File: config.mk
export PLATFORM = sky130hd
export DESIGN_NAME = hwextra_ctrl
export DESIGN_NICKNAME = d
export VERILOG_FILES = /design/src/rtl/hwextra_ctrl_pkg.sv /design/src/rtl/hwextra_ctrl_wdog.sv /design/src/rtl/hwextra_ctrl.sv
export SDC_FILE = /design/constraint.sdc
export NUM_CORES = 1
export LEC_CHECK = 0
export ABC_AREA = 1
export CAP_MARGIN = 20
export CORE_UTILIZATION = 55
export DETAILED_ROUTE_END_ITERATION = 8
export PLACE_DENSITY = 0.89
export SLEW_MARGIN = 40
export SYNTH_ARGS = -nofsm -noshare
export SYNTH_HDL_FRONTEND = slang
export SYNTH_HIERARCHICAL = 1
export SYNTH_SLANG_ARGS = --single-unit
File: constraint.sdc
create_clock -name clk -period 3.92 [get_ports clk]
set_input_delay 0.392 -clock clk [delete_from_list [all_inputs] [get_ports clk]]
set_output_delay 0.392 -clock clk [all_outputs]
set_load 0.05 [all_outputs]
File: src/rtl/hwextra_ctrl_pkg.sv
`default_nettype none
// +-----------------------------------------------------------------------+
// | Module      : hwextra_ctrl_pkg                                         |
// | Description : Shared state encoding and default parameter values for   |
// |               the hwextra job sequencer.                               |
// | Revision    : 1.0 - initial release                                    |
// +-----------------------------------------------------------------------+
package hwextra_ctrl_pkg;

    // Sequencer states; the encoding is fixed at two bits.
    typedef enum logic [1:0] {
        ST_IDLE  = 2'd0,
        ST_RUN   = 2'd1,
        ST_FLUSH = 2'd2,
        ST_DONE  = 2'd3
    } state_t;

    localparam int c_def_width     = 32;
    localparam int c_def_cnt_w     = 8;
    localparam int c_def_depth     = 16;
    localparam int c_def_flush_cyc = 2;
    localparam int c_def_timeout   = 255;

endpackage : hwextra_ctrl_pkg
`default_nettype wire

File: src/rtl/hwextra_ctrl_wdog.sv
`default_nettype none
// +-----------------------------------------------------------------------+
// | Module      : hwextra_ctrl_wdog                                        |
// | Description : Stall counter. Counts cycles with i_inc set, returns to  |
// |               zero on i_clr and saturates at TIMEOUT, where o_expire   |
// |               is raised.                                               |
// | Revision    : 1.0 - initial release                                    |
// +-----------------------------------------------------------------------+
module hwextra_ctrl_wdog
    import hwextra_ctrl_pkg::*;
#(
    parameter int TIMEOUT = c_def_timeout
) (
    input  logic clk,
    input  logic rst,
    input  logic i_clr,
    input  logic i_inc,
    output logic o_expire
);

    localparam int c_cnt_w = $clog2(TIMEOUT + 1);
    localparam logic [c_cnt_w-1:0] c_limit = c_cnt_w'(TIMEOUT);

    logic [c_cnt_w-1:0] r_cnt;

    // Stall count: clear wins over increment, holds once the limit is hit.
    always_ff @(posedge clk) begin
        if (rst) begin
            r_cnt <= '0;
        end else if (i_clr) begin
            r_cnt <= '0;
        end else if (i_inc && (r_cnt != c_limit)) begin
            r_cnt <= r_cnt + c_cnt_w'(1);
        end
    end

    assign o_expire = (r_cnt == c_limit);

endmodule : hwextra_ctrl_wdog
`default_nettype wire

File: src/rtl/hwextra_ctrl.sv
`default_nettype none
// +-----------------------------------------------------------------------+
// | Module      : hwextra_ctrl                                             |
// | Description : Job sequencer for the hwextra FIFO/sort/add datapath.    |
// |               Accepts a job of len words, runs FIFO pushes and pops    |
// |               concurrently, waits FLUSH_CYC cycles for the sort/add    |
// |               pipeline and pulses done.                                |
// |               Optional stall watchdog: HWEXTRA_CTRL_TIMEOUT_EN         |
// | Revision    : 1.0 - initial release                                    |
// +-----------------------------------------------------------------------+
module hwextra_ctrl
    import hwextra_ctrl_pkg::*;
#(
    parameter int WIDTH     = c_def_width,
    parameter int CNT_W     = c_def_cnt_w,
    parameter int DEPTH     = c_def_depth,
    parameter int FLUSH_CYC = c_def_flush_cyc,
    parameter int TIMEOUT   = c_def_timeout
) (
    input  logic             clk,
    input  logic             reset,
    input  logic             start,
    input  logic [CNT_W-1:0] len,
    input  logic             in_valid,
    output logic             in_ready,
    input  logic             hold,
    input  logic             FIFO_empty,
    output logic             FIFO_w_en,
    output logic             FIFO_en,
    output logic             sort_en,
    output logic             add_en,
    output logic             busy,
    output logic             done,
    output logic             err,
    output logic [CNT_W-1:0] pushed,
    output logic [CNT_W-1:0] popped
);

    // Reject configurations the sequencer cannot honour at elaboration time.
    generate
        if (WIDTH < 1 || DEPTH < 1 || FLUSH_CYC < 1 || TIMEOUT < 1) begin : g_param_check
            $error("hwextra_ctrl: WIDTH, DEPTH, FLUSH_CYC and TIMEOUT must all be >= 1");
        end
    endgenerate

    // Occupancy is one bit wider than the counters so DEPTH == 2**CNT_W still compares.
    localparam int                 c_occ_w      = CNT_W + 1;
    localparam logic [CNT_W:0]     c_depth      = c_occ_w'(DEPTH);
    localparam logic [CNT_W-1:0]   c_flush_last = CNT_W'(FLUSH_CYC - 1);

    state_t           r_state;
    logic [CNT_W-1:0] r_len;
    logic [CNT_W-1:0] r_pushed;
    logic [CNT_W-1:0] r_popped;
    logic [CNT_W-1:0] r_flush_cnt;
    logic             r_busy;
    logic             r_done;
    logic             r_err;

    logic             w_run;
    logic [CNT_W:0]   w_occ;
    logic             w_in_ready;
    logic             w_push;
    logic             w_pop;
    logic             w_last_pop;
    logic             w_expire;

    // Handshake and pop qualification, all decoded from registered counters.
    assign w_run      = (r_state == ST_RUN);
    assign w_occ      = {1'b0, r_pushed} - {1'b0, r_popped};
    assign w_in_ready = w_run && (r_pushed < r_len) && (w_occ < c_depth);
    assign w_push     = in_valid && w_in_ready;
    assign w_pop      = w_run && !hold && (w_occ != '0) && !FIFO_empty && (r_popped < r_len);
    assign w_last_pop = w_pop && (r_popped == (r_len - 1'b1));

`ifdef HWEXTRA_CTRL_TIMEOUT_EN
    // A RUN cycle counts as a stall only when nothing moves and hold is low.
    hwextra_ctrl_wdog #(
        .TIMEOUT (TIMEOUT)
    ) u_wdog (
        .clk      (clk),
        .rst      (reset),
        .i_clr    (!w_run || w_push || w_pop || hold),
        .i_inc    (w_run && !w_push && !w_pop && !hold),
        .o_expire (w_expire)
    );
`else
    assign w_expire = 1'b0;
`endif

    // Job sequencing FSM with registered busy/done/err and word counters.
    always_ff @(posedge clk) begin
        if (reset) begin
            r_state     <= ST_IDLE;
            r_len       <= '0;
            r_pushed    <= '0;
            r_popped    <= '0;
            r_flush_cnt <= '0;
            r_busy      <= 1'b0;
            r_done      <= 1'b0;
            r_err       <= 1'b0;
        end else begin
            case (r_state)
                ST_IDLE: begin
                    if (start) begin
                        r_len       <= len;
                        r_pushed    <= '0;
                        r_popped    <= '0;
                        r_flush_cnt <= '0;
                        r_err       <= 1'b0;
                        if (len != '0) begin
                            r_state <= ST_RUN;
                            r_busy  <= 1'b1;
                        end else begin
                            r_state <= ST_DONE;
                            r_done  <= 1'b1;
                        end
                    end
                end
                ST_RUN: begin
                    if (w_push) begin
                        r_pushed <= r_pushed + 1'b1;
                    end
                    if (w_pop) begin
                        r_popped <= r_popped + 1'b1;
                    end
                    if (w_last_pop) begin
                        r_state     <= ST_FLUSH;
                        r_flush_cnt <= '0;
                    end else if (w_expire) begin
                        r_state <= ST_DONE;
                        r_busy  <= 1'b0;
                        r_done  <= 1'b1;
                        r_err   <= 1'b1;
                    end
                end
                ST_FLUSH: begin
                    if (r_flush_cnt == c_flush_last) begin
                        r_state <= ST_DONE;
                        r_busy  <= 1'b0;
                        r_done  <= 1'b1;
                    end else begin
                        r_flush_cnt <= r_flush_cnt + 1'b1;
                    end
                end
                ST_DONE: begin
                    r_state <= ST_IDLE;
                    r_done  <= 1'b0;
                end
                default: begin
                    r_state <= ST_IDLE;
                    r_busy  <= 1'b0;
                    r_done  <= 1'b0;
                end
            endcase
        end
    end

    assign in_ready  = w_in_ready;
    assign FIFO_w_en = w_push;
    assign FIFO_en   = w_pop;
    assign busy      = r_busy;
    assign sort_en   = r_busy;
    assign add_en    = r_busy;
    assign done      = r_done;
    assign err       = r_err;
    assign pushed    = r_pushed;
    assign popped    = r_popped;

endmodule : hwextra_ctrl
`default_nettype wire

==> results of run 1 <==
-- worst reg2reg max path, stage by stage, from the launching register on --
cell                      delay [ps]
sky130_fd_sc_hd__dfxtp_1         420
sky130_fd_sc_hd__inv_1            90
sky130_fd_sc_hd__ha_1            230
sky130_fd_sc_hd__fa_1            410
sky130_fd_sc_hd__inv_1            70
sky130_fd_sc_hd__nand2_1          40
sky130_fd_sc_hd__nand2_1         100
sky130_fd_sc_hd__nand3_2          80
sky130_fd_sc_hd__nand3_1          70
sky130_fd_sc_hd__nand2_1          70
sky130_fd_sc_hd__nor2_2          160
sky130_fd_sc_hd__nand3_2         110
sky130_fd_sc_hd__nand3_2         110
sky130_fd_sc_hd__nand2_4         140
sky130_fd_sc_hd__nand2_4         170
sky130_fd_sc_hd__inv_2            80
sky130_fd_sc_hd__nand2_1          60
sky130_fd_sc_hd__nand2_1          40
sky130_fd_sc_hd__nor2_1           80
-- metrics by stage --
step / setup slack [ps] / instance area (µm²)
after CTS: 349 / 3490
after global routing: 122 / 3490
after global placement: 782 / 3410
after floorplan: 1040 / 3030
final: 331 / 3490
after detailed placement: 662 / 3410
-- flip-flops by register name, summed over array words and instances (netlist names) --
signal	cells
add_en	1
r_flush_cnt	8
r_state	2
pushed	8
r_len	8
done	1
popped	8
-- cell type report --
class                   instances  area share [%]
clock buffers                   6            2.08
multi-input cells             353            57.3
repair buffers                 37            10.5
inverters                      63            6.78
clock inverters                 1           0.144
flip-flops and latches         36            20.7
well taps                      70            2.51
-- power by group through the flow --
stage / combinational (mW) / sequential (mW) / clock, mW
2_1_floorplan: 1.31 / 0.760 / 0
3_3_place_gp: 1.80 / 0.609 / 0
3_5_place_dp: 1.87 / 0.616 / 0
4_1_cts: 1.89 / 0.609 / 0.257
5_1_grt: 2.15 / 0.628 / 0.272
6_report: 1.92 / 0.610 / 0.255
-- placed cells by master (no fill, tap or decap), types with 2 or more instances in the layout --
cell / Yosys / layout
sky130_fd_sc_hd__a21oi_1: 39 / 39
sky130_fd_sc_hd__ha_1: 33 / 33
sky130_fd_sc_hd__o21ai_0: 27 / 27
sky130_fd_sc_hd__inv_1: 58 / 57
sky130_fd_sc_hd__xor2_1: 10 / 10
sky130_fd_sc_hd__nand4_1: 13 / 13
sky130_fd_sc_hd__nand3b_1: 2 / 2
sky130_fd_sc_hd__nor3b_1: 2 / 2
sky130_fd_sc_hd__clkbuf_8: 0 / 5
sky130_fd_sc_hd__nand2_4: 3 / 3
sky130_fd_sc_hd__nor2_2: 4 / 4
sky130_fd_sc_hd__nor3_1: 7 / 7
sky130_fd_sc_hd__nand3_1: 29 / 29
sky130_fd_sc_hd__dfxtp_1: 36 / 36
sky130_fd_sc_hd__inv_2: 5 / 6
sky130_fd_sc_hd__nand3_2: 7 / 7
sky130_fd_sc_hd__nand2_1: 103 / 103
sky130_fd_sc_hd__clkdlybuf4s50_1: 0 / 36
sky130_fd_sc_hd__nor2_1: 60 / 60
-- final timing paths --
check | end | slack [ps]
setup / recovery | FIFO_w_en | 330
setup reg to reg | popped[1]$_SDFFE_PP0P_ | 1320
hold reg to reg | add_en$_SDFFE_PP0P_ | 520
hold / removal | add_en$_SDFFE_PP0P_ | 520
-- kinds of logic after synthesis --
logic type,Yosys count
other,1
xor gates and xnor gates,11
and+or+nand+nor,234
DFF,36
adders and majority gates,34
muxes,1
buffers and inverters,76
AOI/OAI and AO/OA,72
-- routing by layer --
layer  share of wire [%]  wire length (µm)  vias to the layer above
met5                   0                 0                        -
met4                 1.9               142                        0
met3                 5.8               448                       17
met2                  50              3830                      121
met1                  42              3250                     1397
li1                    -                 -                     1568
==> reports/qor.log, run 1 <==
qor: final_layout.fin_util 67.0%
qor: setup_path.worstSetupStartpoint pushed[0]$_SDFFE_PP0P_
qor: timing.hold_ws 520 ps
qor: logic_synthesis.count_leader_synth sky130_fd_sc_hd__nand2_1
qor: pwr.finalPower 2.78 mW
qor: cts.post_cts.resized_instances 0
qor: final_layout.finalNonFillerCells 566
qor: global_routing.groute.usage.overall 27.5%
qor: drt.viasPerCell 5.48
qor: global_routing.grt_first_pass_wirelength 13.2 mm
qor: timing.worst_pin_slew 522 ps
qor: final_layout.ff_latch_area 721 µm²
qor: timing.worst_clock_skew 10.9 ps
qor: pwr.power.static_leakage 1.63 nW
qor: logic_synthesis.number_of_synthesized_flops_with_an_enable_pin 0
qor: cts.clock-sinks 36
qor: cts.cts_inserted_buffers 5
qor: logic_synthesis.yosys_warnings 6
qor: global_routing.grt_max_degree 30
qor: pwr.netSwitchingFraction 54.9%
qor: logic_synthesis.synth_top_cell_by_area sky130_fd_sc_hd__dfxtp_1
qor: drt.drt.antenna.violating_nets 0
qor: timing.hold_violation_count_in_the_final_report 0
qor: logic_synthesis.synth_compound_area_share 12.6%
qor: setup_path.timing.critical_path.fanout_max 6
qor: logic_synthesis.synth_adder_area_share 14.3%
qor: setup_path.cp-start-kind register
qor: cts.cts.reportedPaths.clkPinSlew 70 ps
qor: setup_path.critical_path_depth 13
qor: final_layout.nFillCells 451
qor: setup_path.crit_path_end_kind output pin
qor: floorplanning.dieHeight 76.2 µm
qor: pwr.power.density_cell_area 798 nW/µm²
qor: global_routing.grt_pass1_vias 2929
qor: logic_synthesis.syn_avg_cell_area 6.51 µm²
qor: timing.totalNegativeSetupSlack 0 ps
qor: floorplanning.rows 26
qor: drt.drt-wirelength-per-cell 13.6 µm
qor: logic_synthesis.synth_seq_cells 36
qor: pwr.internal-power 1.25 mW
qor: timing.period_needed 3590 ps
qor: final_layout.multi_input_comb_area 2000 µm²
qor: floorplanning.floorplan.initialDensity 58.2%
qor: logic_synthesis.syn-num-nets 513
qor: floorplanning.die-area 5810 µm²
qor: setup_path.number_of_cells_on_the_worst_reg_to_reg_path 18
qor: logic_synthesis.dominant_combinational_cell_family_by_area_after_synthesis simple AND/OR/NAND/NOR gates
qor: logic_synthesis.area_share_of_the_largest_cell_type_after_synthesis 23.8%
qor: pwr.clockPowerShare 9.2%
qor: placement.gpl.final_weighted_congestion 0.942
qor: hold_path.hold-path-cell-count 2
qor: final_layout.nets 544
qor: setup_path.cpLargestDelayFamily buffers and inverters
qor: floorplanning.io_pins 38
qor: drt.wl 7.67 mm
qor: timing.finalSetupViolCount 0
qor: hold_path.holdCritStartpoint add_en$_SDFFE_PP0P_
qor: setup_path.path_buf_inv 4
qor: placement.port-buffer-count 36
qor: logic_synthesis.synthesis.area 3030 µm²
qor: timing.maxSlewHeadroom 65.1%
qor: logic_synthesis.synthesis.instances 465
qor: timing.min_period_over_period 91.5%
qor: floorplanning.fp.dieW 76.2 µm
qor: logic_synthesis.synth_xor_xnor_area_share 3.18%
qor: global_routing.gr_met2_demand_resource 49.1%
qor: setup_path.reg2reg_from pushed[0]$_SDFFE_PP0P_
qor: pwr.power.sequential.fraction 21.9%
qor: hold_path.hold_path_class reg2reg
qor: logic_synthesis.share_of_synthesized_area_spent_on_multiplexers 0.372%
qor: global_routing.global_route.usage.met3 4.67%
qor: cts.library_cell_used_as_clock_root_buffer sky130_fd_sc_hd__clkbuf_8
qor: setup_path.critical_path.slowest_cell sky130_fd_sc_hd__clkdlybuf4s50_1
qor: drt.detailroute.via_count 3103
qor: floorplanning.fp.coreArea 5200 µm²
qor: timing.max_clock_freq 279 MHz
qor: drt.drt_drc_violations_left 0
qor: timing.unrepaired_setup_endpoints_after_global_routing false
qor: global_routing.met1_usage 33.3%
qor: outcome.outcome finished clean
qor: run.timing.max_cap.violations 0
qor: pwr.pwr-share-comb 68.9%
qor: logic_synthesis.synth_top_flop_cell sky130_fd_sc_hd__dfxtp_1
qor: logic_synthesis.synth_simple_gate_area_share 35.4%
qor: drt.drt_iter0_drc 284
qor: logic_synthesis.synth_top_cells_by_count sky130_fd_sc_hd__nand2_1 (103), sky130_fd_sc_hd__nor2_1 (60), sky130_fd_sc_hd__inv_1 (58)
qor: setup_path.worstPathRequired 3530 ps
qor: final_layout.drive_gt1_share 6.65%
qor: drt.first_pass_detailed_route_iteration_total 5
qor: global_routing.grt-busiest-layer met2
qor: final_layout.layout-area-overhead-vs-synth 15.2%
qor: global_routing.number_of_antenna_violations_at_the_first_check_in_global_routing 0
qor: cts.clockBufferDepth 2
qor: placement.dp_hpwl 5.66 mm
qor: final_layout.antenna_cells_inserted 0
qor: setup_path.path_cells inv_1 -> ha_1 -> fa_1 -> inv_1 -> nand2_1 -> nand2_1 -> nand3_2 -> nand3_1 -> nand2_1 -> nor2_2 -> nand4_1 -> inv_1 -> clkdlybuf4s50_1
qor: setup_path.cp_slowest_stage_delay 830 ps
qor: logic_synthesis.ys_async_sr_fraction 0%
qor: timing.final_max_slew_viol_count 0
qor: cts.holdBufCountCts 0
qor: logic_synthesis.seq_area_frac_synth 23.8%
qor: setup_path.timing.setup.critical_path_class reg2out
qor: placement.numPlacedInstances 559
qor: cts.tritoncts built
qor: cts.htreeDepth 2
qor: setup_path.crit_arrival 3200 ps
qor: pwr.net-switching-power 1.53 mW
qor: pwr.max_rail_drop_vdd 0.430 mV
qor: logic_synthesis.netlist_top_cells_area sky130_fd_sc_hd__dfxtp_1 (24%), sky130_fd_sc_hd__ha_1 (14%), sky130_fd_sc_hd__nand2_1 (13%)
qor: cts.clk-insertion-delay-late 290 ps
qor: cts.post-cts-setup-buffer-count 0
qor: logic_synthesis.synth_cell_types 35
qor: global_routing.overflow 0
No activity file was read; power rests on OpenSTA's default activity.
==> inputs of run 2 (changes only) <==
--- a/config.mk
+++ b/config.mk
@@ -7,9 +7,12 @@
 export LEC_CHECK = 0
 export ABC_AREA = 1
 export CAP_MARGIN = 20
-export CORE_UTILIZATION = 55
+export CELL_PAD_IN_SITES_DETAIL_PLACEMENT = 1
+export CELL_PAD_IN_SITES_GLOBAL_PLACEMENT = 1
+export CORE_ASPECT_RATIO = 0.7
+export CORE_UTILIZATION = 43
 export DETAILED_ROUTE_END_ITERATION = 8
-export PLACE_DENSITY = 0.89
+export PLACE_DENSITY = 0.95
 export SLEW_MARGIN = 40
 export SYNTH_ARGS = -nofsm -noshare
 export SYNTH_HDL_FRONTEND = slang
==> run 2 against run 1 <==
  * Clock-buffer cell count down 1
  * Worst hold slack better by 1.9 ps
  * Clock power grew 36%
  * Sequential cell count is the same
  * Largest cell class unchanged
  * Die area grew 27%
  * Routed wire length up 30%
  * Combinational power rose by 6%
  * Final cell count up 4.6%
  * First-iteration DRC count is 27% lower
==> reports/qor.log, run 2 (synthesis results as in run 1) <==
qor: outcome.outcome finished clean
qor: pwr.power.density_cell_area 842 nW/µm² [+5.5%]
qor: floorplanning.floorplan.initialDensity 44.6% [-14 points]
qor: floorplanning.dieHeight 72.2 µm [-5.2%]
qor: cts.clk-insertion-delay-late 290 ps [about the same]
qor: floorplanning.fp.coreArea 6790 µm² [+30%]
qor: cts.clock-sinks 36 [unchanged]
qor: drt.drt_iter0_drc 206 [-27%]
qor: timing.hold_violation_count_in_the_final_report 0 [unchanged]
qor: cts.htreeDepth 2 [unchanged]
qor: drt.drt-wirelength-per-cell 16.8 µm [+24%]
qor: drt.met1_length 4.75 mm [+46%]
qor: timing.totalNegativeSetupSlack 0 ps [unchanged]
qor: pwr.pwr-share-comb 67.8% [-1.1 points]
qor: drt.detailroute.via_count 3253 [+4.8%]
qor: cts.holdBufCountCts 0 [unchanged]
qor: cts.library_cell_used_as_clock_root_buffer sky130_fd_sc_hd__clkbuf_8
qor: pwr.clockPowerShare 11.5% [+2.3 points]
qor: floorplanning.fp.dieW 102 µm [+34%]
qor: pwr.net-switching-power 1.67 mW [+9.4%]
qor: timing.postLayoutSetupSlackWorst 436 ps [+104 ps]
qor: placement.dp_hpwl 7.56 mm [+34%]
qor: pwr.internal-power 1.33 mW [+5.8%]
qor: floorplanning.die-area 7390 µm² [+27%]
qor: setup_path.timing.critical_path.fanout_max 6 [unchanged]
qor: setup_path.crit_path_end_kind output pin
qor: final_layout.mostFrequentLayoutCells sky130_fd_sc_hd__nand2_1 (103), sky130_fd_sc_hd__nor2_1 (60), sky130_fd_sc_hd__inv_1 (57)
qor: placement.detailedPlace.worstSlack 591 ps [-70.8 ps]
qor: drt.viasPerCell 5.49 [+0.23%]
qor: cts.post-cts-setup-buffer-count 0 [unchanged]
qor: hold_path.hold_path_class reg2reg
qor: placement.gpl.final_weighted_congestion 0.897 [-4.8%]
qor: cts.cts_inserted_buffers 5 [unchanged]
qor: timing.final_max_slew_viol_count 0 [unchanged]
qor: drt.drt_drc_violations_left 0 [unchanged]
qor: global_routing.number_of_antenna_violations_at_the_first_check_in_global_routing 0 [unchanged]
qor: final_layout.final_common_cell sky130_fd_sc_hd__nand2_1
qor: pwr.power.sequential.fraction 20.6% [-1.3 points]
qor: run.timing.max_cap.violations 0 [unchanged]
qor: floorplanning.io_pins 38 [unchanged]
qor: final_layout.layout-area-overhead-vs-synth 17.6%
qor: drt.route.met3.wl 480 µm [+7.1%]
qor: placement.numPlacedInstances 584 [+4.5%]
qor: final_layout.antenna_cells_inserted 0 [unchanged]
qor: timing.period_needed 3480 ps [-104 ps]
qor: final_layout.finalNonFillerCells 592 [+4.6%]
qor: floorplanning.rows 25 [-3.8%]
qor: drt.first_pass_detailed_route_iteration_total 5 [unchanged]
qor: cts.tritoncts built
qor: global_routing.grt_first_pass_wirelength 16.2 mm [+23%]
qor: global_routing.groute.usage.overall 28.5% [+0.96 points]
qor: timing.finalSetupViolCount 0 [unchanged]
qor: placement.port-buffer-count 36 [unchanged]
qor: timing.worst_pin_slew 539 ps [+17.0 ps]
qor: global_routing.grt_max_degree 30 [unchanged]
qor: global_routing.grt_pass1_vias 3324 [+13%]
qor: timing.maxSlewHeadroom 64.0% [-1.1 points]
qor: timing.min_period_over_period 88.9% [-2.7 points]
qor: setup_path.timing.setup.critical_path_class reg2out
qor: final_layout.nets 545 [+0.18%]
qor: drt.top_layer_used met4
qor: cts.clockBufferDepth 2 [unchanged]
qor: setup_path.cp-start-kind register
qor: pwr.max_rail_drop_vdd 0.468 mV [+8.9%]
qor: setup_path.worstPathRequired 3530 ps [about the same]
qor: timing.max_clock_freq 287 MHz [+3.0%]
qor: pwr.netSwitchingFraction 55.8% [+0.83 points]
qor: setup_path.crit_arrival 3090 ps [-110 ps]
qor: drt.drt.antenna.violating_nets 0 [unchanged]
qor: cts.cts.reportedPaths.clkPinSlew 80 ps [about the same]
qor: timing.worst_clock_skew 4.07 ps [-6.87 ps]
qor: global_routing.overflow 0 [unchanged]
qor: pwr.power.static_leakage 1.67 nW [+2.3%]
qor: timing.unrepaired_setup_endpoints_after_global_routing false
qor: final_layout.drive_gt1_share 7.23% [+0.58 points]
qor: drt.wl 9.95 mm [+30%]
qor: drt.detailroute.wirelength.met2 4.52 mm [+18%]
==> run 2: cell count changes in the layout (fill, tap and decap cells not counted), sizes merged <==
cell	delta
bufinv	+1
clkdlybuf4s50	-1
buf	+1
dlymetal6s2s	+1
clkbuf	-1
clkinvlp	+1
==> run 2: timing repair <==
item                                   4_1_cts  5_1_grt
setup endpoints to repair                    0        1
resized for setup                            0        1
endpoints found under the hold margin        0        0
==> run 2: stage by stage <==
stage                     utilization, %  hold slack (ps)  total power [mW]  area [µm²]
after floorplan                        -              482              2.07        3030
after global placement              50.8              503              2.48        3450
after detailed placement            50.8              504              2.61        3450
after CTS                           52.4              531              2.98        3560
after global routing                52.5              556              3.25        3560
final                               52.5              522              3.00        3560
==> run 2: worst max-delay path, cell delays in order (launching register included) <==
cell and delay (ps):
sky130_fd_sc_hd__dfxtp_1 430, sky130_fd_sc_hd__inv_1 110, sky130_fd_sc_hd__ha_1 230, sky130_fd_sc_hd__fa_1 410, sky130_fd_sc_hd__inv_1 70, sky130_fd_sc_hd__nand2_1 40, sky130_fd_sc_hd__nand2_1 100, sky130_fd_sc_hd__nand3_2 80
sky130_fd_sc_hd__nand2_1 70, sky130_fd_sc_hd__nand2_1 50, sky130_fd_sc_hd__nand2_1 60, sky130_fd_sc_hd__nor2_2 50, sky130_fd_sc_hd__nand3_2 80, sky130_fd_sc_hd__nand3_2 100, sky130_fd_sc_hd__inv_1 100, sky130_fd_sc_hd__clkdlybuf4s50_1 810
==> run 2: layer usage <==
metal,up-vias,track usage (%)
li1,1572,-
met1,1553,38.5
met2,104,46.9
met3,24,4.24
met4,0,8.73
met5,-,0
==> run 2: power groups by stage <==
stage               Sequential (mW)  Clock, mW  Combinational [mW]
floorplan                     0.760          0                1.31
global placement              0.612          0                1.87
detailed placement            0.622          0                1.99
CTS                           0.616      0.349                2.02
global route                  0.634      0.365                2.25
finish                        0.619      0.346                2.03
==> run 2: final cells by class <==
cell class	instances	area [µm²]
Sequential cell	36	721
Tap cell	94	118
Timing Repair Buffer	38	378
Clock buffer	5	68.8
Inverter	63	236
Multi-Input combinational cell	353	2000
Clock inverter	3	42.5
Fill cell	946	3230
==> run 2: final timing paths <==
path | endpoint | slack [ps] | cells past startpoint | startpoint
min | add_en$_SDFFE_PP0P_ | 520 | 2 | add_en$_SDFFE_PP0P_
max reg2reg | pushed[0]$_SDFFE_PP0P_ | 1220 | 15 | pushed[0]$_SDFFE_PP0P_
max | FIFO_en | 440 | 15 | pushed[0]$_SDFFE_PP0P_
min reg2reg | add_en$_SDFFE_PP0P_ | 520 | 2 | add_en$_SDFFE_PP0P_
